File: config.mk
export PLATFORM = sky130hd
export DESIGN_NAME = move_cmd_queue_flat
export DESIGN_NICKNAME = d
export VERILOG_FILES = /design/src/rtl/tetris_pkg.sv /design/src/rtl/move_cmd_queue_if.sv /design/src/rtl/move_cmd_queue_cmd_fifo.sv /design/src/rtl/move_cmd_queue.sv /design/src/flat_wrapper.sv
export SDC_FILE = /design/constraint.sdc
export NUM_CORES = 1
export LEC_CHECK = 0
export ABC_AREA = 0
export CORE_MARGIN = 2
export CORE_UTILIZATION = 58
export DETAILED_ROUTE_END_ITERATION = 12
export GPL_ROUTABILITY_DRIVEN = 0
export GPL_TIMING_DRIVEN = 0
export PLACE_DENSITY = 0.82
export SLEW_MARGIN = 30
export SYNTH_ARGS = -nofsm -noshare
export SYNTH_HDL_FRONTEND = slang
export SYNTH_SLANG_ARGS = --single-unit
File: constraint.sdc
create_clock -name clk -period 5.8 [get_ports clk]
set_clock_uncertainty 0.15 [all_clocks]
set_input_delay 0.87 -clock clk [delete_from_list [all_inputs] [get_ports clk]]
set_output_delay 0.87 -clock clk [all_outputs]
set_load 0.01 [all_outputs]
File: src/rtl/tetris_pkg.sv
// Shared game types: move command codes and button bit positions.
// Used by the command queue and by downstream game logic.
package tetris_pkg;

  localparam int CMD_W = 3;

  typedef enum logic [CMD_W-1:0] {
    CMD_NONE  = 3'd0,
    CMD_LEFT  = 3'd1,
    CMD_RIGHT = 3'd2,
    CMD_ROT   = 3'd3,
    CMD_DROP  = 3'd4
  } cmd_t;

  localparam int BTN_LEFT  = 0;
  localparam int BTN_RIGHT = 1;
  localparam int BTN_ROT   = 2;
  localparam int BTN_DROP  = 3;

endpackage

File: src/rtl/move_cmd_queue_if.sv
// Button pulses in, head-of-queue command out with valid/ready.
// master drives pulses and ready; slave is the queue.
interface move_cmd_queue_if
  import tetris_pkg::*;
#(
  parameter int DEPTH = 4
) ();

  localparam int CW = $clog2(DEPTH) + 1;

  logic          left_p;
  logic          right_p;
  logic          rot_p;
  logic          drop_p;
  logic          cmd_ready;
  logic          cmd_valid;
  cmd_t          cmd;
  logic [CW-1:0] count;
  logic          lost;

  modport master (
    output left_p, right_p, rot_p, drop_p,
    output cmd_ready,
    input  cmd_valid, cmd, count, lost
  );

  modport slave (
    input  left_p, right_p, rot_p, drop_p,
    input  cmd_ready,
    output cmd_valid, cmd, count, lost
  );

endinterface

File: src/rtl/move_cmd_queue_cmd_fifo.sv
// Small power-of-2 FIFO; head is presented combinationally
// from storage and forced to zero while empty.
module cmd_fifo #(
  parameter int DEPTH = 4,
  parameter int W     = 3,
  localparam int AW   = $clog2(DEPTH),
  localparam int CW   = $clog2(DEPTH) + 1
) (
  input  logic          clk,
  input  logic          reset,
  input  logic          push,
  input  logic [W-1:0]  din,
  input  logic          pop,
  output logic [W-1:0]  dout,
  output logic [CW-1:0] count,
  output logic          full
);

  logic [W-1:0]  mem [DEPTH];
  logic [AW-1:0] rd_ptr;
  logic [AW-1:0] wr_ptr;
  logic          empty;
  logic          do_pop;
  logic          do_push;

  assign empty   = (count == '0);
  assign full    = (count == CW'(DEPTH));
  assign do_pop  = pop && !empty;
  assign do_push = push && (!full || do_pop);
  assign dout    = empty ? '0 : mem[rd_ptr];

  // Pointers wrap naturally because DEPTH is a power of 2.
  always_ff @(posedge clk or negedge reset) begin
    if (!reset) begin
      rd_ptr <= '0;
      wr_ptr <= '0;
      count  <= '0;
      for (int i = 0; i < DEPTH; i++)
        mem[i] <= '0;
    end else begin
      if (do_push) begin
        mem[wr_ptr] <= din;
        wr_ptr      <= wr_ptr + AW'(1);
      end
      if (do_pop)
        rd_ptr <= rd_ptr + AW'(1);
      unique case ({do_push, do_pop})
        2'b10:   count <= count + CW'(1);
        2'b01:   count <= count - CW'(1);
        default: count <= count;
      endcase
    end
  end

endmodule

File: src/rtl/move_cmd_queue.sv
// Coalesces button pulses into a pending set and enqueues at
// most one command per cycle, highest priority first.
module move_cmd_queue
  import tetris_pkg::*;
#(
  parameter int DEPTH = 4
) (
  input logic              clk,
  input logic              reset,
  move_cmd_queue_if.slave  bus
);

  localparam int CW = $clog2(DEPTH) + 1;

  logic [3:0]       pulse;
  logic [3:0]       pend;
  logic [3:0]       nxt;
  logic [3:0]       sel;
  logic [3:0]       clr;
  cmd_t             code;
  logic             pop;
  logic             push;
  logic             full;
  logic             lost_q;
  logic [CMD_W-1:0] head;
  logic [CW-1:0]    cnt;

  assign pulse = {bus.drop_p, bus.rot_p,
                  bus.right_p, bus.left_p};
  assign nxt   = pend | pulse;

  // Left outranks right on purpose; order is drop>rot>left>right.
  always_comb begin
    sel  = '0;
    code = CMD_NONE;
    priority case (1'b1)
      nxt[BTN_DROP]: begin
        sel[BTN_DROP] = 1'b1;
        code          = CMD_DROP;
      end
      nxt[BTN_ROT]: begin
        sel[BTN_ROT] = 1'b1;
        code         = CMD_ROT;
      end
      nxt[BTN_LEFT]: begin
        sel[BTN_LEFT] = 1'b1;
        code          = CMD_LEFT;
      end
      nxt[BTN_RIGHT]: begin
        sel[BTN_RIGHT] = 1'b1;
        code           = CMD_RIGHT;
      end
      default: begin
        sel  = '0;
        code = CMD_NONE;
      end
    endcase
  end

  assign pop  = bus.cmd_valid && bus.cmd_ready;
  assign push = (code != CMD_NONE) && (!full || pop);
  assign clr  = push ? sel : 4'b0;

  always_ff @(posedge clk or negedge reset) begin
    if (!reset) begin
      pend   <= '0;
      lost_q <= 1'b0;
    end else begin
      pend   <= nxt & ~clr;
      lost_q <= lost_q | (|(pulse & pend & ~clr));
    end
  end

  cmd_fifo #(
    .DEPTH (DEPTH),
    .W     (CMD_W)
  ) u_fifo (
    .clk   (clk),
    .reset (reset),
    .push  (push),
    .din   (code),
    .pop   (pop),
    .dout  (head),
    .count (cnt),
    .full  (full)
  );

  assign bus.cmd       = cmd_t'(head);
  assign bus.count     = cnt;
  assign bus.cmd_valid = (cnt != '0);
  assign bus.lost      = lost_q;

endmodule

File: src/flat_wrapper.sv
// flat-port wrapper written by rule: the top's interface ports become plain ports
module move_cmd_queue_flat import tetris_pkg::*;
#(
  parameter int DEPTH = 4
)
  (clk, reset, bus_left_p, bus_right_p, bus_rot_p, bus_drop_p, bus_cmd_ready, bus_cmd_valid, bus_cmd, bus_count, bus_lost);
  move_cmd_queue_if #(.DEPTH(DEPTH)) bus_i ();
  input logic clk;
  input logic reset;
  input wire logic [$bits(bus_i.left_p)-1:0] bus_left_p;
  input wire logic [$bits(bus_i.right_p)-1:0] bus_right_p;
  input wire logic [$bits(bus_i.rot_p)-1:0] bus_rot_p;
  input wire logic [$bits(bus_i.drop_p)-1:0] bus_drop_p;
  input wire logic [$bits(bus_i.cmd_ready)-1:0] bus_cmd_ready;
  output wire logic [$bits(bus_i.cmd_valid)-1:0] bus_cmd_valid;
  output wire logic [$bits(bus_i.cmd)-1:0] bus_cmd;
  output wire logic [$bits(bus_i.count)-1:0] bus_count;
  output wire logic [$bits(bus_i.lost)-1:0] bus_lost;
  assign bus_i.left_p = bus_left_p;
  assign bus_i.right_p = bus_right_p;
  assign bus_i.rot_p = bus_rot_p;
  assign bus_i.drop_p = bus_drop_p;
  assign bus_i.cmd_ready = bus_cmd_ready;
  assign bus_cmd_valid = bus_i.cmd_valid;
  assign bus_cmd = bus_i.cmd;
  assign bus_count = bus_i.count;
  assign bus_lost = bus_i.lost;
  move_cmd_queue #(.DEPTH(DEPTH)) u_core (.clk(clk), .reset(reset), .bus(bus_i));
endmodule
# Word-level counts from Yosys, hierarchy flattened
# Cells that the tools add are included.
# W data, S select, Z words.
dict set report classes {
  n_addsub 4
  order_cmp 3
  eq_ne 3
  muxes 23
  bitwise_logic 8
  n_reduce_logical 14
}
# op n
set op_table {}
lappend op_table {{$mux W3} 6}
lappend op_table {{$and A4 B4 Y4} 3}
lappend op_table {{$bwmux W12} 1}
lappend op_table {{$mux W1} 10}
lappend op_table {{$bmux W3 S2} 1}
lappend op_table {{$demux W3 S2} 1}
lappend op_table {{$ge A3 B3 Y1 const B} 2}
lappend op_table {{$not A2 Y3} 2}
lappend op_table {{$pmux W3 S2} 1}
lappend op_table {{$reduce_bool A3 Y1} 2}
lappend op_table {{$logic_and A1 B1 Y1} 5}
lappend op_table {{$add A2 B1 Y2 const B} 2}
lappend op_table {{$mux W2} 2}
lappend op_table {{$mux W4} 1}
lappend op_table {{$not A4 Y4} 1}
lappend op_table {{$or A4 B4 Y4} 1}
lappend op_table {{$reduce_or A4 Y1} 1}
lappend op_table {{$add A3 B1 Y3 const B} 1}
lappend op_table {{$eq A3 B3 Y1 const B} 1}
lappend op_table {{$logic_not A3 Y1} 1}
lappend op_table {{$lt A3 B1 Y1 const B} 1}
lappend op_table {{$sub A3 B1 Y3 const B} 1}
lappend op_table {{$eq A2 B1 Y1 const B} 1}
lappend op_table {{$eq A2 B2 Y1 const B} 1}
lappend op_table {{other kinds (4)} 6}
dict set report totals {
  reg_bits 24
  output_inout_bits 8
  elab_cells 64
}

# Logic depth before layout (Yosys ltp)
# Gate-level depths: netlist of run 1.
dict set report logic_depth {
  word_depth 12
  ltp_mapped 9
  depth_no_buf 9
}

# Cells and area by module
# From an unflattened synthesis of run 1, not the netlist that was laid out.
dict set report unflattened {
  hier_cells 104
  hier_area_um2 1263.7
}
# mod n_inst cells_each area_per_inst_um2 seq_area_each_um2
set by_module_without_submodules {}
lappend by_module_without_submodules {cmd_fifo 1 72 967.2 475.5}
lappend by_module_without_submodules {move_cmd_queue 1 32 296.5 125.1}

# Worst setup path before layout of run 1
# Ideal clock, no wire load.
dict set report synth_path {
  path_kind {input to register}
  start {in bus_left_p}
  end {reg u_core.u_fifo.count[2]}
  arrival_ns 2.495
  required_time_ns 5.571
  setup_slack_ns 3.076
  stages 9
  path_cell_list {nor4_4 a31oi_4 inv_1 ha_1 inv_1 fa_1 xor2_1 nor2_1 xor2_1}
}
dict set report synth_via {
  elab_chain_len 9
  elab_cells_between_ends 11
  classes_between {eq/ne: 2; mux: 4; bitwise: 1; reduce/logical: 4}
}
# item line
set synth_rtl {}
lappend synth_rtl {{from (decl)} flat_wrapper.sv:10} ;# input wire logic [$bits(bus_i.left_p)-1:0] bus_left_p;
lappend synth_rtl {{$or A4 B4 Y4 *} move_cmd_queue.sv:30} ;# assign nxt = pend | pulse;
lappend synth_rtl {{$mux W2 *} move_cmd_queue.sv:36} ;# priority case (1'b1)
lappend synth_rtl {{$mux W3 * (2 in series)} move_cmd_queue.sv:36}
lappend synth_rtl {{$reduce_bool A3 Y1 *} move_cmd_queue.sv:61} ;# assign push = (code != CMD_NONE) && (!full || pop);
lappend synth_rtl {{$logic_and A1 B1 Y1 *} move_cmd_queue.sv:61}
lappend synth_rtl {{$logic_and A1 B1 Y1 *} move_cmd_queue_cmd_fifo.sv:29} ;# assign do_push = push && (!full || do_pop);
lappend synth_rtl {{$eq A2 B1 Y1 / $eq A2 B2 Y1 (equally long branches)} move_cmd_queue_cmd_fifo.sv:47} ;# unique case ({do_push, do_pop})
lappend synth_rtl {{$pmux W3 S2 / $reduce_bool A2 Y1 (equally long branches)} n/a}
lappend synth_rtl {{to (signal assigned)} move_cmd_queue_cmd_fifo.sv:48} ;# 2'b10: count <= count + CW'(1);
lappend synth_rtl {{to (signal assigned)} move_cmd_queue_cmd_fifo.sv:49} ;# 2'b01: count <= count - CW'(1);
lappend synth_rtl {{to (signal assigned)} move_cmd_queue_cmd_fifo.sv:50} ;# default: count <= count;
lappend synth_rtl {{to (decl)} move_cmd_queue_cmd_fifo.sv:15} ;# output logic [CW-1:0] count,
# Mark *: on every way between the ends. The rest lies on a longest branch, timed or not.
# A chain may end at the register's enable or synchronous reset.

# Worst setup path in the final report of run 1
dict set report layout_path {
  start {reg u_core.u_fifo.rd_ptr[0]}
  end {out bus_cmd[2]}
}
dict set report layout_via {
  elab_chain_len 5
}
# item line
set layout_rtl {}
lappend layout_rtl {{from (decl)} move_cmd_queue_cmd_fifo.sv:20} ;# logic [AW-1:0] rd_ptr;
lappend layout_rtl {{from (signal assigned)} move_cmd_queue_cmd_fifo.sv:46} ;# rd_ptr <= rd_ptr + AW'(1);
lappend layout_rtl {{$not A2 Y3 (implied by the code)} move_cmd_queue_cmd_fifo.sv:30} ;# assign dout = empty ? '0 : mem[rd_ptr];
lappend layout_rtl {{$bmux W3 S2} move_cmd_queue_cmd_fifo.sv:30}
lappend layout_rtl {{$mux W3 (implied by the code) (2 in series)} move_cmd_queue_cmd_fifo.sv:30}
lappend layout_rtl {{$mux W3} move_cmd_queue_cmd_fifo.sv:30}
lappend layout_rtl {{to (decl)} flat_wrapper.sv:16} ;# output wire logic [$bits(bus_i.cmd)-1:0] bus_cmd;
# Every way passes these cells. The select of a mux whose other input is x is not followed.

==> impl_metrics.ini, run 1 <==
[setup_path]
crit_type = reg2out
cp.arrival_ns = 2.11
worstPathMaxFanout = 5
crit_required_ns = 4.78
reg2reg_depth = 9
worstSetupEndpointType = output pin
critPathLaunchType = flop

[die]
die_h_um = 50.8
dieArea_um2 = 2580
core_area_um2 = 2020
num_io_pins = 15
start_util = 0.628
die_x_um = 50.8
rows = 16

[layout]
nFillCells = 137
syn_to_final_growth_pct = 16.2
mostFrequentLayoutCells = 24 x dfrtp_1, 13 x clkdlybuf4s50_1, 9 x nor2_1, 7 x mux2_1, 6 x inv_1
num_antenna_cells = 0
drive_above_1_share = 0.179
fin_nets = 131
final_common_cell = dfrtp_1

[sta]
fin_ws_ns = 2.67
period_share = 0.539
period_needed_ns = 3.13
rsz0062_at_grt = false
slew_viol_final = 0
fin_setup_tns_ns = 0
worst_slew_pin_slew_ns = 0.514
slew_headroom = 0.657
fmax_mhz = 320
setup_viol = 0
hold_viol = 0

[global_routing]
grt_pass1_wl_mm = 3.62
grt_max_degree = 25
grt_overflow_total = 0
first_global_vias = 780
grt_util_all_layers = 0.194
antenna_found_initial = 0

[power]
powerDensity_nw_per_um2 = 527
leakagePower_nw = 0.652
ir_drop_mv = 0.288

[route]
drtIter0Drc = 9
vias = 789
ant_nets = 0
avgViaCountPerCell = 5.48
drcViolationCount = 0
firstDrtPassIters = 4
routed_wl_mm = 2.12
wl_per_cell_um = 14.7

[cts]
cts.sinks = 24
cts-htree-levels = 1
cts_resized = 0
clk_latency_ns = 0.31
cts_setup_buffers = 0
clk_pin_slew_ns = 0.13
cts.path.max_buffers = 2
root_buffer = clkbuf_4
cts_buffers = 3
cts_tree = yes
cts_hold_buf = 0

[logic_synthesis]
synth-adder-area-share = 0.0650
syn_area_um2 = 1270
synth.distinct_cells = 26
yosysWarnings = 0
postSynthAreaPerCell_um2 = 12.8
synth_xor_area_frac = 0.0414
syn-num-nets = 112
synth_compound_area_frac = 0.0660
synth-simple-area-share = 0.149
syn_inst = 99
seq_area_frac_synth = 0.473
synth.area.mux_share = 0.182
synth_top_family_by_area = multiplexers
ys_ff_latch = 24

[placement]
dp_hpwl_mm = 1.67
pre_cts_slack_ns = 2.35
io_buffers = 14

[run]
maxCapViolations = 0

[outcome]
outcome = complete, no violations

[min_path]
hold_path.class = in2async
where the power goes:
part	leakage (nW)	internal (W)	total, W	switching [W]
sequential	0.280	0.000241	0.000298	0.0000571
clock	0.0210	0.0000383	0.0000878	0.0000495
combinational	0.352	0.000228	0.000392	0.000163
total	0.652	0.000507	0.000777	0.000270
sequential cells by signal, summed over array words and instances (netlist names):
| name | count |
|---|---|
| u_core.u_fifo.mem | 12 |
| u_core.u_fifo.count | 3 |
| u_core.u_fifo.wr_ptr | 2 |
| u_core.u_fifo.rd_ptr | 2 |
| u_core.pend | 4 |
| u_core.bus.lost | 1 |
routing by layer:
| metal | track usage | wire length [µm] | up-vias |
|---|---|---|---|
| met5 | 0 | 0 | - |
| met4 | 0.0811 | 19 | 0 |
| met3 | 0.0268 | 54 | 2 |
| met2 | 0.329 | 1100 | 13 |
| met1 | 0.249 | 946 | 399 |
| li1 | - | - | 375 |
synth_stat cells:
cell type,n,share of area
mux4_2,3,0.053
or2_2,1,0.0049
a22oi_1,1,0.0059
ha_1,5,0.049
nand2_1,3,0.0089
a21oi_1,3,0.012
and2_1,5,0.025
a31oi_4,1,0.017
inv_1,6,0.018
o21ai_0,4,0.016
mux2i_1,1,0.0079
dfrtp_1,24,0.47
clkbuf_1,2,0.0059
or3_1,1,0.0049
a21boi_0,1,0.0059
mux2_4,5,0.059
mux2_1,7,0.062
xor2_1,3,0.021
nor2_1,9,0.027
nor3_1,2,0.0079
nand2_4,4,0.035
a31oi_1,2,0.0099
xnor2_1,3,0.021
nor4b_4,1,0.019
nor4_4,1,0.017
fa_1,1,0.016
per-stage QoR:
step                      hold slack (ns)  power, W  instances  instance area, µm²  utilization
final                               0.358  0.000777        144                1480        0.730
after global routing                0.371  0.000832        144                1480        0.730
after CTS                           0.358  0.000784        144                1480        0.730
after detailed placement            0.328  0.000698        140                1440        0.712
after global placement              0.319  0.000672        140                1440        0.714
after floorplan                     0.309  0.000563         99                1270            -
path summary, 6_finish.rpt:
path	endpoint	startpoint	slack [ns]
setup / recovery	bus_cmd[2]	u_core.u_fifo.rd_ptr[0]	2.67
hold / removal	u_core.u_fifo.mem[8]	reset	0.36
setup reg to reg	u_core.u_fifo.count[2]	u_core.pend[0]	3.32
hold reg to reg	u_core.u_fifo.mem[4]	u_core.u_fifo.mem[4]	0.36
max in group asynchronous	u_core.u_fifo.wr_ptr[1]	reset	4.79
min in group clk	u_core.u_fifo.mem[4]	u_core.u_fifo.mem[4]	0.36
critical path, stage by stage, from the launching register on:
cell             delay (ns)
dfrtp_1                0.34
clkbuf_1               0.29
mux4_2                 0.53
and2_1                 0.17
clkdlybuf4s50_1        0.47
cells by family after synthesis:
| kind of cell | count (synthesis) |
|---|---|
| AND/OR/NAND/NOR | 27 |
| flip-flops | 24 |
| multiplexers | 16 |
| AO/OA/AOI/OAI | 12 |
| buffers and inverters | 8 |
| XOR/XNOR | 6 |
| adder cells (fa/ha/maj) | 6 |
layout make-up:
class	instances	area (µm²)	area share
multi-input combinational	67	639	0.433
tap	27	33.8	0.0229
timing repair buffer	14	135	0.0916
inverter	6	22.5	0.0153
sequential	24	601	0.407
buffer	2	7.51	0.00509
clock buffer	4	36.3	0.0246
Power figures use the tool's default switching activity.
==> inputs of run 2 (changes only) <==
--- a/config.mk
+++ b/config.mk
@@ -7,11 +7,11 @@
 export LEC_CHECK = 0
 export ABC_AREA = 0
 export CORE_MARGIN = 2
-export CORE_UTILIZATION = 58
+export CORE_UTILIZATION = 54
 export DETAILED_ROUTE_END_ITERATION = 12
 export GPL_ROUTABILITY_DRIVEN = 0
 export GPL_TIMING_DRIVEN = 0
-export PLACE_DENSITY = 0.82
+export PLACE_DENSITY = 0.77
 export SLEW_MARGIN = 30
 export SYNTH_ARGS = -nofsm -noshare
 export SYNTH_HDL_FRONTEND = slang
==> constraint.sdc (replaced) <==
create_clock -name clk -period 3.02 [get_ports clk]
set_clock_uncertainty 0.15 [all_clocks]
set_input_delay 0.453 -clock clk [delete_from_list [all_inputs] [get_ports clk]]
set_output_delay 0.453 -clock clk [all_outputs]
set_load 0.01 [all_outputs]
==> run 2 against run 1 <==
Compared with the run above:
- final cell count rose by 1.4%
- core utilization fell by 5.8 points
- wire length fell by 6.0%
- largest power group unchanged
- flip-flop and latch count did not move
- via count rose by 0.51%
- clock power rose by 89%
- sequential power rose by 91%
- critical path depth did not move
==> impl_metrics.ini, run 2 (synthesized netlist as in run 1, its figures left out) <==
[outcome]
outcome = complete, no violations

[cts]
clk_pin_slew_ns = 0.12
cts_setup_buffers = 0
root_buffer = clkbuf_4
cts_tree = yes
cts_hold_buf = 1
cts.sinks = 24
cts.path.max_buffers = 2
clk_latency_ns = 0.31
cts_buffers = 3
cts_resized = 0
cts-htree-levels = 1

[layout]
final_common_cell = dfrtp_1
num_antenna_cells = 0
fin_nets = 132
largest_register_ffs = 12
stdcell_count = 146
regMostFlops = u_core.u_fifo.mem
drive_above_1_share = 0.178
reg_top3 = u_core.u_fifo.mem: 12 flops, u_core.pend: 4 flops, u_core.u_fifo.count: 3 flops
syn_to_final_growth_pct = 17.0
mostFrequentLayoutCells = 24 x dfrtp_1, 13 x clkdlybuf4s50_1, 9 x nor2_1, 7 x mux2_1, 6 x inv_1

[sta]
period_needed_ns = 2.74
setup_viol = 0
slew_headroom = 0.653
fin_setup_tns_ns = 0
worst_slew_pin_slew_ns = 0.520
fmax_mhz = 365
slew_viol_final = 0
rsz0062_at_grt = false
hold_ws_ns = 0.357
hold_viol = 0
period_share = 0.908

[route]
ant_nets = 0
routed_wl_mm = 1.99
firstDrtPassIters = 4
vias = 793
drtIter0Drc = 6
drcViolationCount = 0
wl_per_cell_um = 13.6
avgViaCountPerCell = 5.43

[setup_path]
path_buf_inv = 2
crit_path_top_delay_cell = mux4_2
crit_type = reg2out
crit_path_cell_trace = clkbuf_1 > mux4_2 > and2_1 > clkdlybuf4s50_1
worstPathMaxFanout = 5
critPathLaunchType = flop
worstSetupEndpointType = output pin
cp.arrival_ns = 2.14
max_stage_delay_ns = 0.54
crit_required_ns = 2.42
cpLargestDelayFamily = buffers and inverters

[power]
netSwitchingFraction = 0.341
seqPwrFrac = 0.385
p_switching_w = 0.000503
ir_drop_mv = 0.570
pwr-share-comb = 0.503
pwr-share-clk = 0.112
powerDensity_nw_per_um2 = 994
internal_power_w = 0.000974
leakagePower_nw = 0.657

[placement]
dp_hpwl_mm = 1.56
io_buffers = 14
dp_cells = 141

[die]
start_util = 0.574
die_h_um = 52.5
rows = 17
die_x_um = 52.5
num_io_pins = 15
core_area_um2 = 2210
dieArea_um2 = 2760

[global_routing]
grt_util_all_layers = 0.180
grt_overflow_total = 0
first_global_vias = 810
grt_max_degree = 25
grt_pass1_wl_mm = 3.58
antenna_found_initial = 0

[min_path]
hold_path.class = reg2reg

[run]
maxCapViolations = 0
## run 2: cell count changes in the layout (fill, tap and decap cells not counted)
cell,before,now
dlygate4sd3_1,0,1
## run 2: power groups by stage
stage	clock [W]	combinational, W	sequential, W
finish	0.000166	0.000743	0.000568
global route	0.000187	0.000823	0.000587
CTS	0.000173	0.000756	0.000568
detailed placement	0	0.000752	0.000576
global placement	0	0.000729	0.000570
floorplan	0	0.000522	0.000559
## run 2: worst register-to-register path: stages, from the launching register on
cell	delay (ns)
dfrtp_1	0.44
nor4_4	0.39
a31oi_4	0.26
inv_1	0.10
ha_1	0.18
inv_1	0.06
fa_1	0.37
xor2_1	0.15
nor2_1	0.11
xor2_1	0.15
## run 2: cell type report
| type | instances | area, µm² |
|---|---|---|
| repair buffers | 15 | 145 |
| flip-flops and latches | 24 | 601 |
| fillers | 165 | 726 |
| inverters | 6 | 22.5 |
| multi-input cells | 67 | 639 |
| well taps | 28 | 35.0 |
| clock buffers | 4 | 36.3 |
| plain buffers | 2 | 7.51 |
## run 2: worst paths after layout
path	from	to	slack (ns)	depth (start not counted)
min in group asynchronous	reset	u_core.bus.lost	0.48	2
hold / removal	u_core.u_fifo.mem[7]	u_core.u_fifo.mem[7]	0.36	1
setup reg to reg	u_core.pend[0]	u_core.u_fifo.count[2]	0.60	9
setup / recovery	u_core.u_fifo.rd_ptr[0]	bus_cmd[1]	0.28	4
hold reg to reg	u_core.u_fifo.mem[7]	u_core.u_fifo.mem[7]	0.36	1
max in group asynchronous	reset	u_core.pend[0]	1.89	2
## run 2: per-layer routing
metal	vias up	part of all wire	track usage
met4	0	0.011	0.0513
met3	4	0.042	0.0343
met5	-	0	0
met1	389	0.45	0.240
met2	19	0.49	0.300
li1	381	-	-
## run 2: stage by stage
step           worst slack, ns  total power [W]   util  instance area (µm²)
2_1_floorplan            0.713          0.00108      -                 1270
3_3_place_gp            0.0995          0.00130  0.653                 1450
3_5_place_dp            0.0274          0.00133  0.651                 1440
4_1_cts                  0.240          0.00150  0.672                 1490
5_1_grt                  0.126          0.00160  0.672                 1490
6_report                 0.277          0.00148  0.672                 1490
